===== src/rtl/lcd_hd44780_nibble_receiver_if.sv =====
// Driver-side HD44780 4-bit bus (E, RS, RW, DB[7:4]) as seen by the receiver model.
// The driver owns every wire, so the receiver only ever takes the slave modport.
interface lcd_hd44780_nibble_receiver_if;
  logic       lcd_e;
  logic       lcd_rs;
  logic       lcd_rw;
  logic [3:0] lcd_db;

  modport master (output lcd_e, lcd_rs, lcd_rw, lcd_db);
  modport slave  (input  lcd_e, lcd_rs, lcd_rw, lcd_db);
endinterface


===== src/rtl/lcd_hd44780_nibble_receiver.sv =====
// HD44780 receiver model: rebuilds bytes from E strobes, decodes the driver's instruction subset, keeps a 2x16 DDRAM shadow.
// byte_valid 2 cycles after the E fall, shadow/AC update 1 cycle later; no backpressure, strobes while busy are dropped and flagged.
module lcd_hd44780_nibble_receiver #(
  parameter int unsigned MIN_E_HIGH = 12,
  parameter logic [7:0]  CLEAR_CHAR = 8'h20
) (
  input  logic                         qzt_clk,
  input  logic                         reset,
  lcd_hd44780_nibble_receiver_if.slave lcd,
  input  logic [4:0]                   rd_addr,
  output logic [7:0]                   rd_data,
  output logic                         byte_valid,
  output logic                         byte_rs,
  output logic [7:0]                   byte_data,
  output logic [6:0]                   addr_counter,
  output logic                         bus4_mode,
  output logic                         busy,
  output logic [2:0]                   err
);

  localparam int CW = $clog2(MIN_E_HIGH + 1);

  typedef enum logic [1:0] {ST_BUS8, ST_HIGH, ST_LOW} bus_state_e;

  bus_state_e    state_q;
  logic          e_q, rs_q, rw_q;
  logic [3:0]    db_q, hi_q;
  logic [CW-1:0] cnt_e_q;
  logic          pend_q, id_q, busy_q, bus4_q;
  logic [4:0]    fill_idx_q;
  logic          byte_valid_q, byte_rs_q;
  logic [7:0]    byte_data_q, rd_data_q;
  logic [6:0]    ac_q, ac_step_d;
  logic [2:0]    err_q;
  logic [7:0]    shadow_q [32];

  logic e_fall, e_long, in_shadow;

  assign e_fall    = e_q && !lcd.lcd_e;
  assign e_long    = (cnt_e_q == CW'(MIN_E_HIGH));
  assign in_shadow = (ac_q[5:4] == 2'b00);

  // Row ends wrap to the other row's start; anything else is plain modulo-128.
  always_comb begin
    ac_step_d = id_q ? ac_q + 7'd1 : ac_q - 7'd1;
    if (id_q && ac_q == 7'h27)       ac_step_d = 7'h40;
    else if (id_q && ac_q == 7'h67)  ac_step_d = 7'h00;
    else if (!id_q && ac_q == 7'h00) ac_step_d = 7'h67;
    else if (!id_q && ac_q == 7'h40) ac_step_d = 7'h27;
  end

  always_ff @(posedge qzt_clk) begin
    rd_data_q <= shadow_q[rd_addr];
    if (reset) begin
      state_q      <= ST_BUS8;
      e_q          <= 1'b0;
      rs_q         <= 1'b0;
      rw_q         <= 1'b0;
      db_q         <= '0;
      hi_q         <= '0;
      cnt_e_q      <= '0;
      pend_q       <= 1'b0;
      id_q         <= 1'b1;
      busy_q       <= 1'b1;
      bus4_q       <= 1'b0;
      fill_idx_q   <= '0;
      byte_valid_q <= 1'b0;
      byte_rs_q    <= 1'b0;
      byte_data_q  <= '0;
      ac_q         <= '0;
      err_q        <= '0;
    end else begin
      e_q  <= lcd.lcd_e;
      rs_q <= lcd.lcd_rs;
      rw_q <= lcd.lcd_rw;
      db_q <= lcd.lcd_db;
      if (!lcd.lcd_e)   cnt_e_q <= '0;
      else if (!e_long) cnt_e_q <= cnt_e_q + CW'(1);

      pend_q       <= 1'b0;
      byte_valid_q <= pend_q;

      // rs/rw/db registers still hold the last high-E sample on the falling edge.
      if (e_fall) begin
        if (busy_q)       err_q[1] <= 1'b1;
        else if (rw_q)    err_q[2] <= 1'b1;
        else if (!e_long) err_q[0] <= 1'b1;
        else begin
          case (state_q)
            ST_BUS8: begin
              pend_q      <= 1'b1;
              byte_rs_q   <= rs_q;
              byte_data_q <= {db_q, 4'h0};
              if (!rs_q && db_q == 4'h2) begin
                bus4_q  <= 1'b1;
                state_q <= ST_HIGH;
              end
            end
            ST_HIGH: begin
              hi_q    <= db_q;
              state_q <= ST_LOW;
            end
            default: begin
              pend_q      <= 1'b1;
              byte_rs_q   <= rs_q;
              byte_data_q <= {hi_q, db_q};
              state_q     <= ST_HIGH;
            end
          endcase
        end
      end

      if (busy_q) begin
        shadow_q[fill_idx_q] <= CLEAR_CHAR;
        fill_idx_q           <= fill_idx_q + 5'd1;
        if (fill_idx_q == 5'd31) busy_q <= 1'b0;
      end else if (byte_valid_q) begin
        if (byte_rs_q) begin
          if (in_shadow) shadow_q[{ac_q[6], ac_q[3:0]}] <= byte_data_q;
          ac_q <= ac_step_d;
        end else begin
          casez (byte_data_q)
            8'b1???????: ac_q <= byte_data_q[6:0];
            8'b000001??: id_q <= byte_data_q[1];
            8'b0000001?: ac_q <= '0;
            8'b00000001: begin
              ac_q       <= '0;
              id_q       <= 1'b1;
              busy_q     <= 1'b1;
              fill_idx_q <= '0;
            end
            default: ;
          endcase
        end
      end
    end
  end

  assign rd_data      = rd_data_q;
  assign byte_valid   = byte_valid_q;
  assign byte_rs      = byte_rs_q;
  assign byte_data    = byte_data_q;
  assign addr_counter = ac_q;
  assign bus4_mode    = bus4_q;
  assign busy         = busy_q;
  assign err          = err_q;

endmodule


===== src/flat_wrapper.sv =====
// flat-port wrapper written by rule: the top's interface ports become plain ports
module lcd_hd44780_nibble_receiver_flat 
#(
  parameter int unsigned MIN_E_HIGH = 12,
  parameter logic [7:0]  CLEAR_CHAR = 8'h20
)
  (qzt_clk, reset, rd_addr, rd_data, byte_valid, byte_rs, byte_data, addr_counter, bus4_mode, busy, err, lcd_lcd_e, lcd_lcd_rs, lcd_lcd_rw, lcd_lcd_db);
  lcd_hd44780_nibble_receiver_if lcd_i ();
  input  logic qzt_clk;
  input  logic reset;
  input  logic [4:0] rd_addr;
  output logic [7:0] rd_data;
  output logic byte_valid;
  output logic byte_rs;
  output logic [7:0] byte_data;
  output logic [6:0] addr_counter;
  output logic bus4_mode;
  output logic busy;
  output logic [2:0] err;
  input wire logic [$bits(lcd_i.lcd_e)-1:0] lcd_lcd_e;
  input wire logic [$bits(lcd_i.lcd_rs)-1:0] lcd_lcd_rs;
  input wire logic [$bits(lcd_i.lcd_rw)-1:0] lcd_lcd_rw;
  input wire logic [$bits(lcd_i.lcd_db)-1:0] lcd_lcd_db;
  assign lcd_i.lcd_e = lcd_lcd_e;
  assign lcd_i.lcd_rs = lcd_lcd_rs;
  assign lcd_i.lcd_rw = lcd_lcd_rw;
  assign lcd_i.lcd_db = lcd_lcd_db;
  lcd_hd44780_nibble_receiver #(.MIN_E_HIGH(MIN_E_HIGH), .CLEAR_CHAR(CLEAR_CHAR)) u_core (.qzt_clk(qzt_clk), .reset(reset), .lcd(lcd_i), .rd_addr(rd_addr), .rd_data(rd_data), .byte_valid(byte_valid), .byte_rs(byte_rs), .byte_data(byte_data), .addr_counter(addr_counter), .bus4_mode(bus4_mode), .busy(busy), .err(err));
endmodule

===== config.mk =====
export PLATFORM = sky130hd
export DESIGN_NAME = lcd_hd44780_nibble_receiver_flat
export DESIGN_NICKNAME = d
export VERILOG_FILES = /design/src/rtl/lcd_hd44780_nibble_receiver_if.sv /design/src/rtl/lcd_hd44780_nibble_receiver.sv /design/src/flat_wrapper.sv
export SDC_FILE = /design/constraint.sdc
export NUM_CORES = 1
export LEC_CHECK = 0
export CAP_MARGIN = 20
export CORE_MARGIN = 5
export CORE_UTILIZATION = 51
export DETAILED_ROUTE_END_ITERATION = 16
export MAX_ROUTING_LAYER = met4
export PLACE_DENSITY_LB_ADDON = 0.2
export SLEW_MARGIN = 20
export SYNTH_ARGS = -nofsm -noshare
export SYNTH_HDL_FRONTEND = slang
export SYNTH_SLANG_ARGS = --single-unit
export TNS_END_PERCENT = 10

===== constraint.sdc =====
create_clock -name qzt_clk -period 5.1 [get_ports qzt_clk]
set_input_delay 1.02 -clock qzt_clk [delete_from_list [all_inputs] [get_ports qzt_clk]]
set_output_delay 1.02 -clock qzt_clk [all_outputs]
set_load 0.02 [all_outputs]

==> results.md, run 1 <==
* Max_cap viols at 0
* CTS tree: built
* Flop pwr share at 54.6%
* Synth cell count leaders: 256 x edfxtp_1, 80 x mux4_2, 54 x dfxtp_1, 40 x nor2_1, 36 x nor3_1
* Clk_skew at 12.9 ps
* CTS Sinks at 310
* Hpwl dp at around 16000 um
* Top-count cell post-synth: edfxtp_1
* Die ar. at between 20000 and 30000 um2
* DR vias at 6654
* DIE HEIGHT at 166 um
* Rel. slew slack at ~28%
* First-pass GRT wire length at 40100 um
* Crit path capture: u_core.shadow_q[29][5]
* Synthesis-stage register bit count at 310
* Clk_lat worst skew at approximately 540 ps
* Largest net degree at the start of global routing at 42
* Row count at 57
* CTS Hold Bufs at 0
* Drt wl/cell at 22.4 um
* Die X-Extent at approximately 170 um
* Reg2reg path depth at 4
* Root Buffer: clkbuf_16
* Synth top area cells: edfxtp_1 62%, mux4_2 15%, dfxtp_1 8.7%, nor3_1 1.5%, nor2_1 1.2%
* Sw Ratio at 19.5%
* Setup TNS at 0 ps
* Data arrival, critical path at about 3600 ps
* Worst Max-Slew Pin Slew at 1070 ps
* Vias in the first global route at slightly below 7000
* Port bufs at 43
* ANT cells at 0
* I/O pin count at 44
* DRC viols at 0
* Total wire length at about 25000 um
* Reg-to-reg startpoint: u_core.busy
* Min cycle time layout at 3420 ps
* Leak Pwr at roughly 0.0048 uW
* Drt pass-1 iters at 5
* Number of CTS-inserted buffers at 31
* Worst-path clk slew at 60 ps
* Starting density of the core at 51.4%
* Crit share post-route at 67.0%
* Post-synth top area share at 62.0%
* Total global-route track usage at 19.0%
* Gate Count Post-Synth at around 700
* Run status: completed
* Gpl congestion at 0.861
* Worst Hold Class: reg2reg
* Filler cells at between 1500 and 2000
* Worst r2r dst: u_core.shadow_q[29][5]
* H-Tree Depth at 1
* Max-slew violation count at 0
* Syn avg cell area at 17.7 um2
* Syn nets at 725
* Min Hold Slack at roughly 460 ps
* CTS Buffer Depth at 3
* Setup Fix Bufs, Post-CTS at 0
* P_int at between 4000 and 5000 uW
* Worst setup startpoint: reset
* # setup viols final at 0
* Final ANT Viol Nets at 0
* Post-synth EDFFs at 256
* Syn. warnings at 0
* RSZ-0062 raised after global routing: false
* Switching power at a little under 1000 uW
* Post-synth ARST share at 0%
* 1st-iter DRT viols at 588
* CP required at 5250 ps
* CP Max Fanout at 21
* CTS resizes at 0
* Reg2Reg Setup Slack at 2000 ps
* P per Cell Area at 351 nW/um2
* Area growth, synth to finish at 15.5%
* Final net count at 803
* Max frequency at approximately 0.29 GHz
* Post-synthesis cell type with the largest combined area: edfxtp_1
* Clock share of power at 42.0%
* Total gr overflow at 0
* WS Path Type: in2reg
* Register area share after synthesis at 70.8%
* Vias per std cell at 5.90
* Initial antenna violation count at 0
* Cell Area, Synth at around 12000 um2
* Unique cell type count in the Yosys netlist at 52
* Worst vdd ir at 282 uV
* Worst setup SP type: primary input
* CP endpoint kind: flip-flop
* Layout cells sized above 1 at 23.0%
* Core area at 24100 um2
* Most used DFF post-synth: edfxtp_1
* Final Hold Violating Endpoints at 0
* Combinational share of power at 3.4%
-- worst max-delay path, stage by stage --
cell and delay [ps]:
clkdlybuf4s50_1 420, inv_1 160, and4_1 630, a31oi_1 410, nor3_1 920
-- per-layer routing --
metal  part of all wire, %  vias to the layer above  global-route usage, %
met5                     0                        -                      -
met4                   1.4                        0                   3.55
met3                   5.0                       35                   2.31
met2                    49                      202                   30.1
met1                    45                     3418                   27.4
li1                      -                     2999                      -
-- placed cells by master (no fill, tap or decap), drive strengths merged, types with 3 or more instances in the layout --
| cell | count |
|---|---|
| edfxtp | 256 |
| nand4 | 3 |
| a31oi | 12 |
| clkdlybuf4s50 | 41 |
| a32oi | 4 |
| ha | 9 |
| nand2b | 4 |
| inv | 14 |
| a211oi | 8 |
| nor3 | 36 |
| nor2b | 11 |
| dfxtp | 54 |
| nand2 | 29 |
| mux2 | 10 |
| nor4 | 6 |
| nand3 | 10 |
| xnor2 | 3 |
| a311oi | 6 |
| o21a | 3 |
| nand4b | 3 |
| buf | 38 |
| a21oi | 19 |
| mux4 | 80 |
| clkinv | 7 |
| nor2 | 40 |
| o21ai | 11 |
| clkbuf | 50 |
| and2 | 8 |
-- power groups by stage --
stage | clock (uW) | combinational (uW) | sequential, uW
global placement | 0 | 172 | 2790
detailed placement | 0 | 175 | 2790
global route | 2270 | 186 | 2740
floorplan | 0 | 109 | 2800
CTS | 2150 | 176 | 2740
finish | 2110 | 172 | 2740
-- layout make-up --
class,instances,area [um2],share of cell area [%]
Timing Repair Buffer,79,703,4.91
Tap cell,324,405,2.83
Inverter,14,52.6,0.367
Clock buffer,50,927,6.48
Sequential cell,310,8770,61.3
Multi-Input combinational cell,343,3420,23.9
Clock inverter,7,32.5,0.227
-- per-stage QoR --
step | utilization, % | instances | setup WS, ps | total power (uW) | area, um2
floorplan | - | 701 | 2050 | 2910 | 12400
global placement | 55.3 | 1069 | 1200 | 2960 | 13300
detailed placement | 55.3 | 1069 | 1010 | 2970 | 13300
CTS | 59.3 | 1126 | 1590 | 5070 | 14300
global route | 59.4 | 1127 | 1470 | 5200 | 14300
finish | 59.4 | 1127 | 1680 | 5020 | 14300
-- kinds of logic (layout without fill, tap and decap cells) --
kind of cell | after synthesis | after routing | synth area share [%]
muxes | 91 | 91 | 15.5
xor gates and xnor gates | 4 | 4 | 0.283
buffers and inverters | 48 | 150 | 1.73
DFF | 310 | 310 | 70.8
AOI/OAI and AO/OA | 79 | 79 | 4.30
adders and majority gates | 10 | 10 | 1.07
and+or+nand+nor | 159 | 159 | 6.32
-- how the worst min path moves through the flow --
stage                        startpoint                 to  slack [ps]  cells past startpoint
after floorplan           u_core.pend_q  u_core.byte_valid         410                      1
after global placement    u_core.pend_q  u_core.byte_valid         440                      1
after detailed placement  u_core.pend_q  u_core.byte_valid         440                      1
after CTS                 u_core.pend_q  u_core.byte_valid         460                      1
after global routing      u_core.pend_q  u_core.byte_valid         480                      1
final                     u_core.pend_q  u_core.byte_valid         460                      1
-- registers in the layout, summed over array words and instances (netlist names), 2 cells and up --
| register | count |
|---|---|
| u_core.rd_data | 8 |
| u_core.state_q | 2 |
| u_core.db_q | 4 |
| u_core.fill_idx_q | 5 |
| u_core.cnt_e_q | 4 |
| u_core.hi_q | 4 |
| u_core.byte_data | 8 |
| u_core.shadow_q | 256 |
| u_core.err | 3 |
| u_core.addr_counter | 7 |
Power figures use the tool's default switching activity.
==> inputs of run 2 (changes only) <==
==> constraint.sdc (replaced) <==
create_clock -name qzt_clk -period 3.2 [get_ports qzt_clk]
set_input_delay 0.64 -clock qzt_clk [delete_from_list [all_inputs] [get_ports qzt_clk]]
set_output_delay 0.64 -clock qzt_clk [all_outputs]
set_load 0.02 [all_outputs]
==> run 2 against run 1 <==
Net effect: setup slack worse by 1100 ps; total power is 59% higher; clock skew grew 13 ps; routed wire length rose by 8.1%; count of clock-buffer cells in the layout is 8 lower; sequential share of layout area is 0.52 points lower; final cell count up 1.2%; largest power group unchanged; sequential power up 59%.
==> results.md, run 2 (same netlist as run 1, synthesis figures left out) <==
* Run status: completed
* Fin util at 59.9%
* Critical path's slowest cell: a31oi_1
* P per Cell Area at about 550 nW/um2
* Layout Cell Area excl Fill at 14400 um2
* Hpwl dp at 17500 um
* Row count at 57
* Switching power at 1560 uW
* Port bufs at 43
* Leak Pwr at 0.00487 uW
* Max-slew violation count at 0
* Area growth, synth to finish at 16.5%
* Total global-route track usage at 20.2%
* 1st-iter DRT viols at 610
* DR top layer: met4
* Largest delay share family, worst path: compound AO/OA/AOI/OAI gates
* Min Hold Slack at around 450 ps
* Die X-Extent at 166 um
* DRC viols at 0
* Core area at 24100 um2
* Worst vdd ir at 359 uV
* Number of CTS-inserted buffers at 29
* Flop pwr share at 54.8%
* Drt pass-1 iters at 5
* Met3 wire len at 2080 um
* Met1 wire length at 11800 um
* Met2 routed WL at 13100 um
* Die ar. at ~28000 um2
* Top reg by flops: u_core.shadow_q
* Worst Max-Slew Pin Slew at 985 ps
* Data arrival, critical path at 2950 ps
* Clock share of power at 41.6%
* Crit share post-route at 82.7%
* Worst setup SP type: flip-flop
* Drt wl/cell at 23.9 um
* Setup Fix Bufs, Post-CTS at 0
* Max frequency at 0.378 GHz
* WS Path Type: reg2reg
* Worst-path clk slew at 70 ps
* Gpl congestion at 0.910
* H-Tree Depth at 1
* RSZ-0062 raised after global routing: false
* Most frequent cells in the layout: 256 x edfxtp_1, 80 x mux4_2, 54 x dfxtp_1
* CTS Sinks at 310
* Root Buffer: clkbuf_16
* # setup viols final at 0
* Clk_lat worst skew at ~540 ps
* Combinational share of power at 3.6%
* CTS tree: built
* Final ANT Viol Nets at 0
* Number of flip-flops in the largest register at 256
* Min cycle time layout at 2650 ps
* Total wire length at about 27000 um
* Vias per std cell at 6.01
* CP endpoint kind: flip-flop
* Final net count at 819
* Setup TNS at 0 ps
* CP Max Fanout at 12
* Sw Ratio at 19.5%
* ANT cells at 0
* Critical Path, Cell by Cell: nor2b_1, and4_1, buf_4, a31oi_1, nor3_1, buf_4
* Total gr overflow at 0
* Vias in the first global route at 6868
* Worst Hold Class: reg2reg
* P_int at 6410 uW
* Initial antenna violation count at 0
* Largest net degree at the start of global routing at 65
* Crit path top cell by count: buf_4
* Max incr delay on CP at around 740 ps
* Worst Path Buf+Inv at 2
* Clk_skew at 25.6 ps
* Starting density of the core at 51.4%
* Rel. slew slack at 34.0%
* Placement Cell Area at 13500 um2
* DIE HEIGHT at about 170 um
* CTS resizes at 0
* Max_cap viols at 0
* First-pass GRT wire length at 42000 um
* Final Hold Violating Endpoints at 0
* Commonest non-fill, non-tap cell in the layout: edfxtp_1
* CTS Hold Bufs at 0
* CP required at ~3500 ps
* I/O pin count at 44
* DR vias at 6856
* CTS Buffer Depth at 3
* Layout cells sized above 1 at 23.6%
run 2: cell count changes in the layout (fill, tap and decap cells not counted), moves of 3 or more:
cell / previous run / this run
clkbuf_8: 8 / 4
and2_2: 7 / 0
buf_4: 35 / 51
buf_12: 1 / 4
and2_1: 1 / 8
run 2: per-layer routing:
layer	up-vias	track usage, %
li1	3021	-
met1	3449	29.5
met2	354	31.1
met3	32	3.26
met4	0	3.66
met5	-	-
run 2: power by group through the flow:
stage / registers [uW] / logic, uW / clock network (uW)
after CTS: 4370 / 290 / 3370
final: 4370 / 287 / 3310
after floorplan: 4460 / 174 / 0
after global routing: 4370 / 307 / 3560
after detailed placement: 4450 / 289 / 0
after global placement: 4450 / 285 / 0
run 2: metrics by stage:
stage / setup slack [ps] / instances / power [uW]
CTS: 512 / 1141 / 8030
finish: 554 / 1141 / 7960
global placement: 193 / 1088 / 4740
floorplan: 532 / 701 / 4630
global route: 331 / 1141 / 8230
detailed placement: 168 / 1088 / 4740
run 2: area by class of cell:
class | instances | area (um2)
fill | 1781 | 9670
clock inverter | 11 | 109
tap | 324 | 405
multi-input combinational | 343 | 3410
clock buffer | 42 | 815
inverter | 14 | 52.6
sequential | 310 | 8770
timing repair buffer | 97 | 878
run 2: path summary, 6_finish.rpt:
kind	cells past startpoint	slack, ps	to	start
setup / recovery	6	550	u_core.shadow_q[6][2]	u_core.busy
hold / removal	1	450	u_core.byte_valid	u_core.pend_q
setup reg to reg	6	550	u_core.shadow_q[6][2]	u_core.busy
hold reg to reg	1	450	u_core.byte_valid	u_core.pend_q
==> inputs of run 3 (changes only) <==
==> constraint.sdc (replaced) <==
create_clock -name qzt_clk -period 2.5 [get_ports qzt_clk]
set_input_delay 0.5 -clock qzt_clk [delete_from_list [all_inputs] [get_ports qzt_clk]]
set_output_delay 0.5 -clock qzt_clk [all_outputs]
set_load 0.02 [all_outputs]
==> run 3 against run 2 <==
Net effect: core utilization up 1.8 points; sequential power up 28%; largest cell class unchanged; register-to-register slack lost 340 ps.
==> results.md, run 3 (same netlist as run 1, synthesis figures left out) <==
* Die X-Extent at 166 um
* Largest net degree at the start of global routing at 65
* CTS Hold Bufs at 0
* Leak Pwr at 0.00509 uW
* DRC viols at 0
* Final net count at 846
* Worst r2r dst: u_core.shadow_q[3][7]
* Most frequent cells in the layout: 256 x edfxtp_1, 80 x mux4_2, 65 x buf_4
* Vias in the first global route at roughly 7000
* Min cycle time layout at about 2300 ps
* Rel. slew slack at 49.5%
* CTS Sinks at just over 300
* WS Path Type: reg2reg
* Drt wl/cell at around 24 um
* Die ar. at 27500 um2
* Max_cap viols at 0
* Area growth, synth to finish at 20.1%
* Worst-path clk slew at 60 ps
* RSZ-0062 raised after global routing: false
* DIE HEIGHT at ~170 um
* Clock share of power at 43.2%
* CP endpoint kind: flip-flop
* Number of flip-flops in the largest register at 256
* DR vias at 6995
* Total gr overflow at 0
* Max frequency at 0.438 GHz
* Core area at 24100 um2
* Min Hold Slack at 443 ps
* Crit share post-route at between 90% and 100%
* Layout Cell Area excl Fill at 14900 um2
* Initial antenna violation count at 0
* Met3 wire len at 1850 um
* Combinational share of power at 3.7%
* Commonest non-fill, non-tap cell in the layout: edfxtp_1
* Met2 routed WL at about 14000 um
* Port bufs at 43
* CTS tree: built
* Row count at 57
* I/O pin count at 44
* Clk_lat worst skew at ~550 ps
* Gpl congestion at 0.909
* CP Max Fanout at 8
* Vias per std cell at 5.98
* Placement Cell Area at approximately 14000 um2
* Run status: completed
* Root Buffer: clkbuf_16
* Worst setup startpoint: u_core.byte_valid
* Data arrival, critical path at 2520 ps
* Layout cells sized above 1 at between 20% and 30%
* Setup Fix Bufs, Post-CTS at 0
* Hpwl dp at 18000 um
* Reg2Reg Setup Slack at about 220 ps
* H-Tree Depth at 1
* Crit path capture: u_core.shadow_q[3][7]
* P_int at 8490 uW
* Clk_skew at 18.2 ps
* CTS resizes at 0
* Total global-route track usage at 20.7%
* Drt pass-1 iters at 5
* # setup viols final at 0
* First-pass GRT wire length at 42800 um
* P per Cell Area at 708 nW/um2
* Number of CTS-inserted buffers at 30
* Worst vdd ir at 434 uV
* Top reg by flops: u_core.shadow_q
* Reg-to-reg startpoint: u_core.byte_valid
* ANT cells at 0
* Met1 wire length at 11700 um
* Total wire length at around 28000 um
* Switching power at 2050 uW
* CP required at 2740 ps
* Starting density of the core at 51.4%
* 1st-iter DRT viols at around 610
* Final ANT Viol Nets at 0
* Worst Max-Slew Pin Slew at 751 ps
* Reg2reg path depth at 6
* Final Hold Violating Endpoints at 0
* Setup TNS at 0 ps
* DR top layer: met4
* CTS Buffer Depth at 3
* Flop pwr share at a little over half
* Max-slew violation count at 0
* Worst setup SP type: flip-flop
* Sw Ratio at 19.4%
* Worst Hold Class: reg2reg
==> run 3: cell types whose count changed in the layout (fill, tap and decap cells not counted), moves of 2 or more <==
cell / change
clkinvlp_4: -2
buf_4: +14
clkbuf_16: +4
buf_12: +12
clkbuf_8: -3
clkbuf_1: -2
==> run 3: layout make-up <==
class,instances,area [um2]
Timing Repair Buffer,123,1220
Tap cell,324,405
Inverter,14,52.6
Sequential cell,310,8770
Clock inverter,15,153
Fill cell,1763,9230
Clock buffer,41,866
Multi-Input combinational cell,343,3410
==> run 3: power by group through the flow <==
| stage | combinational, uW | sequential [uW] | clock [uW] |
|---|---|---|---|
| after floorplan | 223 | 5710 | 0 |
| after global placement | 387 | 5700 | 0 |
| after detailed placement | 392 | 5700 | 0 |
| after CTS | 395 | 5590 | 4640 |
| after global routing | 417 | 5590 | 4890 |
| final | 390 | 5590 | 4560 |
==> run 3: worst max-delay path: stages (launching register included) <==
cell and delay (ps):
dfxtp_1 360, nor2b_1 190, and4_1 400, mux2_2 440, buf_12 160, nor3_1 220, buf_4 210
==> run 3: how the worst min path moves through the flow <==
| stage | from | endpoint | cells after the start |
|---|---|---|---|
| global route | u_core.pend_q | u_core.byte_valid | 1 |
| floorplan | u_core.pend_q | u_core.byte_valid | 1 |
| global placement | u_core.pend_q | u_core.byte_valid | 1 |
| CTS | u_core.pend_q | u_core.byte_valid | 1 |
| finish | u_core.pend_q | u_core.byte_valid | 1 |
| detailed placement | u_core.pend_q | u_core.byte_valid | 1 |
==> run 3: stage by stage <==
step	power [uW]	util (%)	setup WS, ps	std cells
2_1_floorplan	5930	-	-137	701
3_3_place_gp	6080	57.5	-161	1114
3_5_place_dp	6090	57.5	-209	1114
4_1_cts	10600	61.7	228	1170
5_1_grt	10900	61.7	42.3	1170
6_report	10500	61.7	218	1170
==> run 3: per-layer routing <==
layer  global-route usage [%]  vias up
met5                        -        -
met4                     3.69        0
met3                     3.17       39
met2                     33.5      305
met1                     28.7     3575
li1                         -     3076
==> edit, RTL diff (flow settings as in run 2) <==
Encoding of `bus_state_e`: now one-hot (3 bits for 3 states).
--- a/src/rtl/lcd_hd44780_nibble_receiver.sv
+++ b/src/rtl/lcd_hd44780_nibble_receiver.sv
@@ -22,3 +22,3 @@
 
-  typedef enum logic [1:0] {ST_BUS8, ST_HIGH, ST_LOW} bus_state_e;
+  typedef enum logic [2:0] {ST_BUS8 = 3'b001, ST_HIGH = 3'b010, ST_LOW = 3'b100} bus_state_e;
 
Behaviour: no difference found for any inputs over 4 cycles, from zero or initial values and one cycle with reset high; so few cycles prove little.
==> edit against run 2 <==
  * Core utilization increased by 0.60 points
  * Routed wire length increased by 5.1%
  * First-iteration DRC count increased by 23%
  * Maximum frequency increased by 0.53%
  * Sequential cell count increased by 1
  * Synthesized cell count increased by 1.6%
  * Die area increased by 0.37%
  * Count of clock-buffer cells in the layout increased by 6
  * Design area increased by 1.3%
  * Largest power group unchanged
  * Total power increased by 4.4%
  * Area after synthesis increased by 0.39%
  * Clock skew decreased by 0.013 ns
  * Setup slack improved by 0.014 ns
  * Combinational power decreased by 3%
==> edit: results (changes against run 2) <==
dpl cell area 0.0136 mm^2 (+0.48%); Crit path largest cell delay 0.70 ns (-0.04 ns); buffering overhead 0.0613 (+0.000411); post-synthesis adder-cell area fraction 0.0107 (-0.0000420); inverters 15 (+1); GP Congestion 0.916 (+0.65%); worst hold slack 0.444 ns (-0.0106 ns); ClkCell Share 0.0716 (+0.00764); Post-Syn Area per Cell 17.5 um^2 (-1.2%); #FFs+latches synth 311 (+0.32%); layout filler cell count 1716 (-3.6%); post-synth top area share 0.618 (-0.00243); largest net degree at the start of global routing 53 (-18%); met1 Resource Use GR 0.299 (+0.00376); met2 Usage GRT 0.336 (+0.0249); delay-heaviest family, CP simple AND/OR/NAND/NOR gates; latest clock arrival within the worst-skew pair 0.56 ns (+0.02 ns); layout cells sized above 1 0.237 (+0.000896); multi-input gates 352 (+2.6%); vias 7038 (+2.7%); Leak 4.94 nW (+1.5%); total routed wirelength 28.7 mm (+5.1%); Commonest cells post-synth 256 x edfxtp_1, 80 x mux4_2, 55 x dfxtp_1; CLK BUF 48 (+14%); dpl hpwl 18.5 mm (+5.8%); post-synthesis xor/xnor area fraction 0.00282 (-0.0000111); Worst Max-Slew Pin Slew 0.969 ns (-0.0157 ns); global-route wire length before repair 44.0 mm (+4.7%); Critical R2R Launch u_core.byte_valid; run status finished, final reports clean; met3 GRT Util 0.0255 (-0.00714); placed cells 1103 (+1.4%); Synthesized Nets 736 (+1.5%); mux share of post-synthesis cell area 0.156 (+0.000195); initial DRC count 752 (+23%); Nets 836 (+2.1%)
-- edit: power by group --
group	switching [W]	total, W	internal (W)
clock network	0.00142	0.00365	0.00223
registers	0.0000226	0.00438	0.00436
logic	0.000144	0.000277	0.000133
total	0.00159	0.00831	0.00672
-- edit: worst max-delay path by stage --
| stage | startpoint | end | slack (ns) | cells after the start |
|---|---|---|---|---|
| floorplan | reset | u_core.shadow_q[13][0] | 0.57 | 6 |
| global placement | reset | u_core.shadow_q[16][4] | 0.18 | 7 |
| detailed placement | reset | u_core.shadow_q[16][6] | 0.16 | 7 |
| CTS | u_core.byte_valid | u_core.shadow_q[21][7] | 0.58 | 6 |
| global route | u_core.byte_valid | u_core.shadow_q[20][3] | 0.36 | 6 |
| finish | u_core.byte_valid | u_core.shadow_q[16][7] | 0.57 | 6 |
